===== src/rtl/lc_cfg_pkg.sv =====
// lc_cfg_pkg: shared constants, state type and CRC helper for the cbit loader
package lc_cfg_pkg;
  localparam int CBIT_W = 21;
  localparam int C_ON_BIT = 20;
  localparam int SEQ_MODE_LSB = 16;
  localparam int LUT_INIT_LSB = 0;
  localparam logic [15:0] CRC_POLY = 16'h1021;
  localparam logic [15:0] CRC_INIT = 16'hFFFF;
  typedef enum logic [1:0] {IDLE, SHIFT, LATCH, DONE} state_t;
  function automatic logic [15:0] crc_step(input logic [15:0] c, input logic b);
    return {c[14:0], 1'b0} ^ ((c[15] ^ b) ? CRC_POLY : 16'h0000);
  endfunction
endpackage


===== src/rtl/lc_cbit_serializer.sv =====
// lc_cbit_serializer: holding + shift register emitting one word MSB-first on divided strobes
import lc_cfg_pkg::*;
module lc_cbit_serializer #(
  parameter int CBIT_W = 21,
  parameter int SHIFT_DIV = 1
) (
  input  logic              clk,
  input  logic              rst_n,
  input  logic              clr,
  input  logic              load,
  input  logic [CBIT_W-1:0] data,
  output logic              empty,
  output logic              strobe,
  output logic              sdata,
  output logic              bit_done
);
  localparam int DW = SHIFT_DIV > 1 ? $clog2(SHIFT_DIV) : 1;
  localparam int BW = $clog2(CBIT_W);
  logic [CBIT_W-1:0] hold, sreg;
  logic hold_v, act, free;
  logic [BW-1:0] bit_cnt;
  logic [DW-1:0] div_cnt;
  assign strobe = act && div_cnt == '0;
  assign bit_done = strobe && bit_cnt == BW'(CBIT_W - 1);
  assign free = !act || bit_done;
  assign empty = !hold_v;
  assign sdata = sreg[CBIT_W-1];
  // Reload from the holding register (or straight from input) as the previous word finishes
  always_ff @(posedge clk or negedge rst_n)
    if (!rst_n) begin
      hold <= '0;
      sreg <= '0;
      hold_v <= 1'b0;
      act <= 1'b0;
      bit_cnt <= '0;
      div_cnt <= '0;
    end else if (clr) begin
      hold_v <= 1'b0;
      act <= 1'b0;
      bit_cnt <= '0;
      div_cnt <= '0;
    end else if (free) begin
      act <= hold_v || load;
      sreg <= hold_v ? hold : data;
      bit_cnt <= '0;
      div_cnt <= '0;
      hold_v <= hold_v && load;
      if (hold_v && load) hold <= data;
    end else begin
      if (strobe) sreg <= {sreg[CBIT_W-2:0], 1'b0};
      if (strobe) bit_cnt <= bit_cnt + 1'b1;
      div_cnt <= div_cnt == DW'(SHIFT_DIV - 1) ? '0 : div_cnt + 1'b1;
      if (load) hold <= data;
      if (load) hold_v <= 1'b1;
    end
endmodule


===== src/rtl/lc_cbit_loader.sv =====
// lc_cbit_loader: frames cbit words into the LogicCell2 shift chain; CRC under LC_CBIT_LOADER_CRC_EN
import lc_cfg_pkg::*;
module lc_cbit_loader #(
  parameter int NUM_CELLS = 8,
  parameter int CBIT_W = 21,
  parameter int SHIFT_DIV = 1
) (
  input  logic              clk,
  input  logic              rst_n,
  input  logic              s_valid,
  output logic              s_ready,
  input  logic [CBIT_W-1:0] s_data,
  input  logic              s_last,
  input  logic              abort,
  output logic              cfg_shift,
  output logic              cfg_sdata,
  output logic              cfg_latch,
  output logic              busy,
  output logic              done,
  output logic              err_frame,
  output logic [15:0]       crc
);
  localparam int WW = $clog2(NUM_CELLS + 1);
  state_t state, state_nx;
  logic [WW-1:0] word_cnt;
  logic complete, empty, strobe, sdata, bit_done, abort_act, acc, last_idx, bad, clr;
  assign s_ready = empty && !complete && (state == IDLE || state == SHIFT);
  assign abort_act = abort && state != IDLE;
  assign acc = s_valid && s_ready && !abort_act;
  assign last_idx = word_cnt == WW'(NUM_CELLS - 1);
  assign bad = acc && (s_last != last_idx);
  assign clr = abort_act || bad;
  assign cfg_shift = strobe;
  assign cfg_sdata = strobe && sdata;
  assign cfg_latch = state == LATCH;
  assign done = state == DONE;
  assign busy = state != IDLE;
  lc_cbit_serializer #(.CBIT_W(CBIT_W), .SHIFT_DIV(SHIFT_DIV)) u_ser (
    .clk(clk), .rst_n(rst_n), .clr(clr), .load(acc), .data(s_data),
    .empty(empty), .strobe(strobe), .sdata(sdata), .bit_done(bit_done)
  );
  // Frame sequencing: latch only once the final word's last bit has left the serializer
  always_comb
    state_nx = clr ? IDLE :
               state == IDLE ? (acc ? SHIFT : IDLE) :
               state == SHIFT ? (bit_done && complete && empty ? LATCH : SHIFT) :
               state == LATCH ? DONE : IDLE;
  // State, word count and sticky frame error
  always_ff @(posedge clk or negedge rst_n)
    if (!rst_n) begin
      state <= IDLE;
      word_cnt <= '0;
      complete <= 1'b0;
      err_frame <= 1'b0;
    end else begin
      state <= state_nx;
      if (clr || state == DONE) word_cnt <= '0;
      else if (acc) word_cnt <= word_cnt + 1'b1;
      if (clr || state == DONE) complete <= 1'b0;
      else if (acc) complete <= s_last;
      if (bad) err_frame <= 1'b1;
      else if (acc && state == IDLE) err_frame <= 1'b0;
    end
`ifdef LC_CBIT_LOADER_CRC_EN
  logic [15:0] crc_q;
  logic fresh;
  assign crc = crc_q;
  // CRC over the serial stream, restarted from CRC_INIT on each frame's first strobe
  always_ff @(posedge clk or negedge rst_n)
    if (!rst_n) begin
      crc_q <= '0;
      fresh <= 1'b0;
    end else if (clr) begin
      crc_q <= '0;
      fresh <= 1'b0;
    end else begin
      if (acc && state == IDLE) fresh <= 1'b1;
      else if (strobe) fresh <= 1'b0;
      if (strobe) crc_q <= crc_step(fresh ? CRC_INIT : crc_q, sdata);
    end
`else
  assign crc = 16'h0000;
`endif
endmodule


===== config.mk =====
export PLATFORM = sky130hd
export DESIGN_NAME = lc_cbit_loader
export DESIGN_NICKNAME = d
export VERILOG_FILES = /design/src/rtl/lc_cfg_pkg.sv /design/src/rtl/lc_cbit_serializer.sv /design/src/rtl/lc_cbit_loader.sv
export SDC_FILE = /design/constraint.sdc
export NUM_CORES = 1
export LEC_CHECK = 0
export ABC_AREA = 0
export BUFFER_PORTS_ARGS = -buffer_cell sky130_fd_sc_hd__buf_2
export CAP_MARGIN = 25
export CORE_ASPECT_RATIO = 0.5
export CORE_MARGIN = 1
export CORE_UTILIZATION = 46
export CTS_CLUSTER_DIAMETER = 200
export CTS_CLUSTER_SIZE = 16
export DETAILED_ROUTE_END_ITERATION = 8
export GPL_ROUTABILITY_DRIVEN = 0
export PLACE_DENSITY_LB_ADDON = 0.05
export SYNTH_ARGS = -nofsm -noshare
export SYNTH_HDL_FRONTEND = slang
export SYNTH_SLANG_ARGS = --single-unit

===== constraint.sdc =====
create_clock -name clk -period 4.2 [get_ports clk]
set_input_delay 0.84 -clock clk [delete_from_list [all_inputs] [get_ports clk]]
set_output_delay 0.84 -clock clk [all_outputs]
set_load 0.01 [all_outputs]

* After elaboration in Yosys (flattened, before gate mapping)
Index checks and enable logic that the tools add are counted.
Operators by class: $add $sub $neg 3, $mul 0, divide/modulo/power cells 0, order comparisons 0, equal/unequal tests 7, shift-type cells 0, muxes and demuxes 29, bitwise gates (word level) 2, reductions and logical operators 33
Operators by type and width (number):
- 21-bit 2-to-1 mux | 6
- 5-bit 2-to-1 mux | 3
- 1-bit logical AND | 13
- 1-bit 2-to-1 mux | 13
- 2-bit nonzero test | 6
- 2-bit 2-to-1 mux | 5
- 4-bit 2-to-1 mux | 2
- 3-bit nonzero test | 2
- 5-bit by 1-bit adder with 5-bit output (second input constant) | 1
- 5-bit == test (second input constant) | 1
- 1-bit logical OR | 5
- 4-bit by 1-bit adder with 4-bit output (second input constant) | 1
- 2-bit == test (second input constant) | 2
- 4-bit by 3-bit == test with 1-bit output (second input constant) | 1
- 1-bit zero test | 4
- 3-bit AND reduction | 1
- 2-bit by 1-bit == test with 1-bit output (second input constant) | 1
- 2-bit zero test | 1
- 2-bit != test (second input constant) | 1
- 1-bit inverter | 2
- 2-bit AND reduction | 1
- 1-bit adder (second input constant) | 1
- 1-bit != test | 1
Word-level totals: register bits 58, bits in latches 0, bits in writable memories 0, ROM bits 0, output and inout bits 23, memories 0

* Depth between registers and ports, before layout
depth after elaboration 9, gate-level depth with buffers 8

* Hierarchy
From an unflattened synthesis, not the netlist that was laid out.
Second synthesis, totals: cell total of the unflattened synthesis 389, area total of the unflattened synthesis 3841.2 µm²
Modules (own cells, without submodules):
- lc_cbit_serializer | instances 1, cells an instance 318, area each 3159.3 µm², sequential area each 1226.2 µm²
- lc_cbit_loader | instances 1, cells an instance 71, area each 681.9 µm², sequential area each 200.2 µm²

* Worst setup path before layout
Ideal clock, no wire load.
path kind input port to flip-flop, start input s_valid, end register u_ser.hold[0], library setup time 0.125 ns, arrival 1.962 ns, setup slack 2.113 ns, stages on the path 6, path buffers 2, cells stage by stage nor4b_4 > and2_1 > buf_4 > nand3_4 > buf_6 > mux2_4
Between the ends: longest elaborated chain between the ends 6, elaborated cells on any way between the ends 9, those cells by class eq/ne (1); bitwise (1); reduce/logical (7)
RTL lines:
- start: declaration | line lc_cbit_loader.sv:10 | input logic s_valid,
- 1-bit logical AND * (2 in series) | line lc_cbit_loader.sv:29 | assign acc = s_valid && s_ready && !abort_act;
- branches (longest 3 deep; another with 2-bit != test)
- 3-bit AND reduction (no line) *
- end signal: assignment | line lc_cbit_serializer.sv:48 | if (hold_v && load) hold <= data;
- end signal: assignment | line lc_cbit_serializer.sv:53 | if (load) hold <= data;
- end: declaration | line lc_cbit_serializer.sv:19 | logic [CBIT_W-1:0] hold, sreg;
Mark *: on every way between the ends. A chain may end at the register's enable or synchronous reset.

* Worst setup path in the final report
start register u_ser.hold_v, end output s_ready
Between the ends: longest elaborated chain between the ends 3
RTL lines:
- start: declaration | line lc_cbit_serializer.sv:20 | logic hold_v, act, free;
- start signal: assignment | line lc_cbit_serializer.sv:47 | hold_v <= hold_v && load;
- 1-bit zero test | line lc_cbit_serializer.sv:26 | assign empty = !hold_v;
- 1-bit logical AND (2 in series) | line lc_cbit_loader.sv:27 | assign s_ready = empty && !complete && (state == IDLE || state == SHIFT);
- end: declaration | line lc_cbit_loader.sv:11 | output logic s_ready,
No other way between the ends.

==> metrics <==
status=complete, no violations; Clock Sinks=57; Critical Path Sink Type=output port; Cell variety after synth=38; Post-route DRC=0; Leakage=1.725 nW; critical path's top delay family=buffers and inverters; Pint=1.758 mW; placed cell areas=3242 um^2; share of post-route cells with drive strength above 1=30.03%; height of the chip=~60 um; fin crit share=between 50 and 60%; dpl cells=375; row count=20; met1 Usage GRT=23.09%; Clock power frac=25.6%; Ports=49; Pre-Repair DR Iteration Count=4; post-synthesis instance total=267; CP Depth=3; first-pass GRT wire length=9584 um; via count=1981; CTS Root Cell=clkbuf_16; Power Dens Cells=736.2 nW/um^2; met2 usage=28.40%; final net count=about 330; Synth Register Bits=57; # setup viols final=0; gr busiest metal=met2; Peak Freq=444.7 MHz; synthesized area=between 3000 and 4000 um^2; worst path cell trace=buf_4 -> nor3_1 -> buf_2; number of global-route vias before repair=2007; reg2reg path depth=7; worst r2r dst=u_ser.hold[20]; Setup Total Neg Slack=0 ps; Buf/Inv on CP=2; hold path start=err_frame; Final Skew=3.436 ps; maximum vdd drop=0.3570 mV; Hold Buf Count CTS=0; Psw=0.8313 mW; maxcap violations=0; FF/Latch Area=1426 um^2; RSZ-0062 raised after global routing=no; clk_lat worst skew=320 ps; Multi-input gate area=1455 um^2; r2r setup slk=between 1500 and 2000 ps; TritonCTS Buffers=9; clk buf depth=2; CP Class=register to output port; M3 GR Usage=about 8.4%; syn_area_per_cell=11.58 um^2; slew margin rel.=52.60%; gr usage total=between 10% and 20%; Comb power frac=37.7%; hold endpoint=err_frame; count of buffers from port buffering=32; non-filler instance count after layout=391; H-Tree Depth=3; Area Overhead vs Synth=13.71%; Vias per Instance=5.066; Tmin final=2249 ps; DR WL/cell=14.20 um; post-CTS repair timing setup buffer count=0; total power=2.589 mW; critical path fanouts, max=24; Worst-Margin Slew=711.0 ps; Filler Cells Inserted=553; most frequent cells in the layout=dfrtp_1 (57), buf_2 (32), mux2i_1 (30); clock slew at reported path FFs=50 ps; number of routed nets with antenna violations=0; Post-DP HPWL=3536 um; critical path's slowest cell=dfrtp_1; Die Wd=about 120 um; core area=6281 um^2; most common cell after layout, fill and taps aside=dfrtp_1; Synth Warn #=0; CP arrival=1410 ps; die footprint=7076 um^2; Sw Ratio=32.11%; Final Hold Fails=0; register area share after synthesis=46.12%; largest net degree at the start of global routing=32; register share of total power=36.8%; Hold Crit Depth=1; crit start category=register; CTS tree=done; number of gates resized after CTS=0; Total Routed Length=5554 um; CP peak stage delay=400 ps; Hold WC Path Type=register to register; initial antenna violation count=0; fin area=3517 um^2; Initial DRC Count=91; Overflow after GRT=0; Starting Density=49.24%; Slew Limit Fails=0; ant diodes=0; required time of the critical path=approximately 3400 ps; fin util=approximately 56%; Worst R2R Start=u_ser.bit_cnt[0]
cell usage after synthesis:
cell type,instances,area (um^2)
dfrtp_1,57,1426
mux2i_1,30,300.3
mux2_4,29,435.4
a21oi_1,23,115.1
buf_4,17,127.6
nand3_1,15,75.07
inv_1,12,45.04
o21ai_0,11,55.05
clkbuf_1,8,30.03
nor2_1,7,26.28
nand2_1,6,22.52
nor3_1,6,30.03
buf_2,4,20.02
buf_6,4,45.04
mux2_2,4,45.04
xor2_1,4,35.03
and2_1,3,18.77
ha_1,3,37.54
and3_1,2,12.51
nand3b_1,2,15.01
o21ai_1,2,10.01
xnor2_1,2,17.52
a22oi_1,1,7.510
a31oi_1,1,6.260
and2_0,1,6.260
conb_1,1,3.750
nand2_2,1,6.260
nand3_4,1,17.52
nand4b_1,1,8.760
nor2b_1,1,6.260
nor4b_4,1,23.77
o21a_1,1,7.510
o21bai_1,1,7.510
o22ai_1,1,6.260
o2bb2ai_1,1,8.760
or2_2,1,6.260
or3b_2,1,8.760
xor2_2,1,16.27
cell type report:
| class | instances | area share (%) |
|---|---|---|
| multi-input combinational | 180 | 41.37 |
| sequential | 57 | 40.56 |
| clock buffer | 13 | 7.400 |
| timing repair buffer | 38 | 5.834 |
| tap | 88 | 3.131 |
| inverter | 12 | 1.281 |
| clock inverter | 3 | 0.4269 |
worst reg2reg max path: stages, from the launching register on:
cell      delay (ps)
dfrtp_1          380
inv_1             60
ha_1             200
nand4b_1          80
buf_4            270
and2_0           270
nand3_4          380
mux2_4           450
metal layers:
| layer | part of all wire (%) | wire [um] |
|---|---|---|
| met1 | 50 | 2796 |
| met2 | 44 | 2431 |
| met3 | 5.0 | 277 |
| met4 | 0.86 | 48 |
| met5 | 0 | 0 |
metrics by stage:
step / hold slack [ps] / worst slack, ps
2_1_floorplan: 464.3 / 2113
5_1_grt: 515.3 / 1849
6_report: 486.5 / 1951
4_1_cts: 495.5 / 1935
3_3_place_gp: 472.6 / 1684
3_5_place_dp: 479.3 / 1630
power by group through the flow:
stage                     registers [mW]  logic [mW]  clock network [mW]
after floorplan                    0.915       0.838                   0
after global placement             0.951       0.962                   0
after detailed placement           0.953       0.982                   0
after CTS                          0.952       0.988               0.682
after global routing               0.986        1.08               0.715
final                              0.952       0.975               0.662
state kept, by name, summed over array words and instances (netlist names):
signal and cells:
u_ser.hold 21, u_ser.sreg 21, u_ser.bit_cnt 5, word_cnt 4, state 2, complete 1
err_frame 1, u_ser.act 1, u_ser.hold_v 1
kinds of logic after synthesis:
group / after synthesis / synth area share, %
AO/OA/AOI/OAI: 42 / 7.242
XOR/XNOR: 7 / 2.225
adder cells (fa/ha/maj): 3 / 1.214
buffers and inverters: 45 / 8.657
flip-flops: 57 / 46.12
multiplexers: 63 / 25.24
other: 1 / 0.1212
AND/OR/NAND/NOR: 49 / 9.183
worst max-delay path by stage:
| stage | startpoint | endpoint | slack, ps |
|---|---|---|---|
| after detailed placement | s_valid | u_ser.hold[20] | 1630 |
| final | u_ser.hold_v | s_ready | 1950 |
| after global placement | s_valid | u_ser.hold[12] | 1680 |
| after floorplan | s_valid | u_ser.hold[0] | 2110 |
| after global routing | u_ser.bit_cnt[0] | u_ser.hold[10] | 1850 |
| after CTS | u_ser.hold_v | s_ready | 1930 |
No activity file was read; power rests on OpenSTA's default activity.
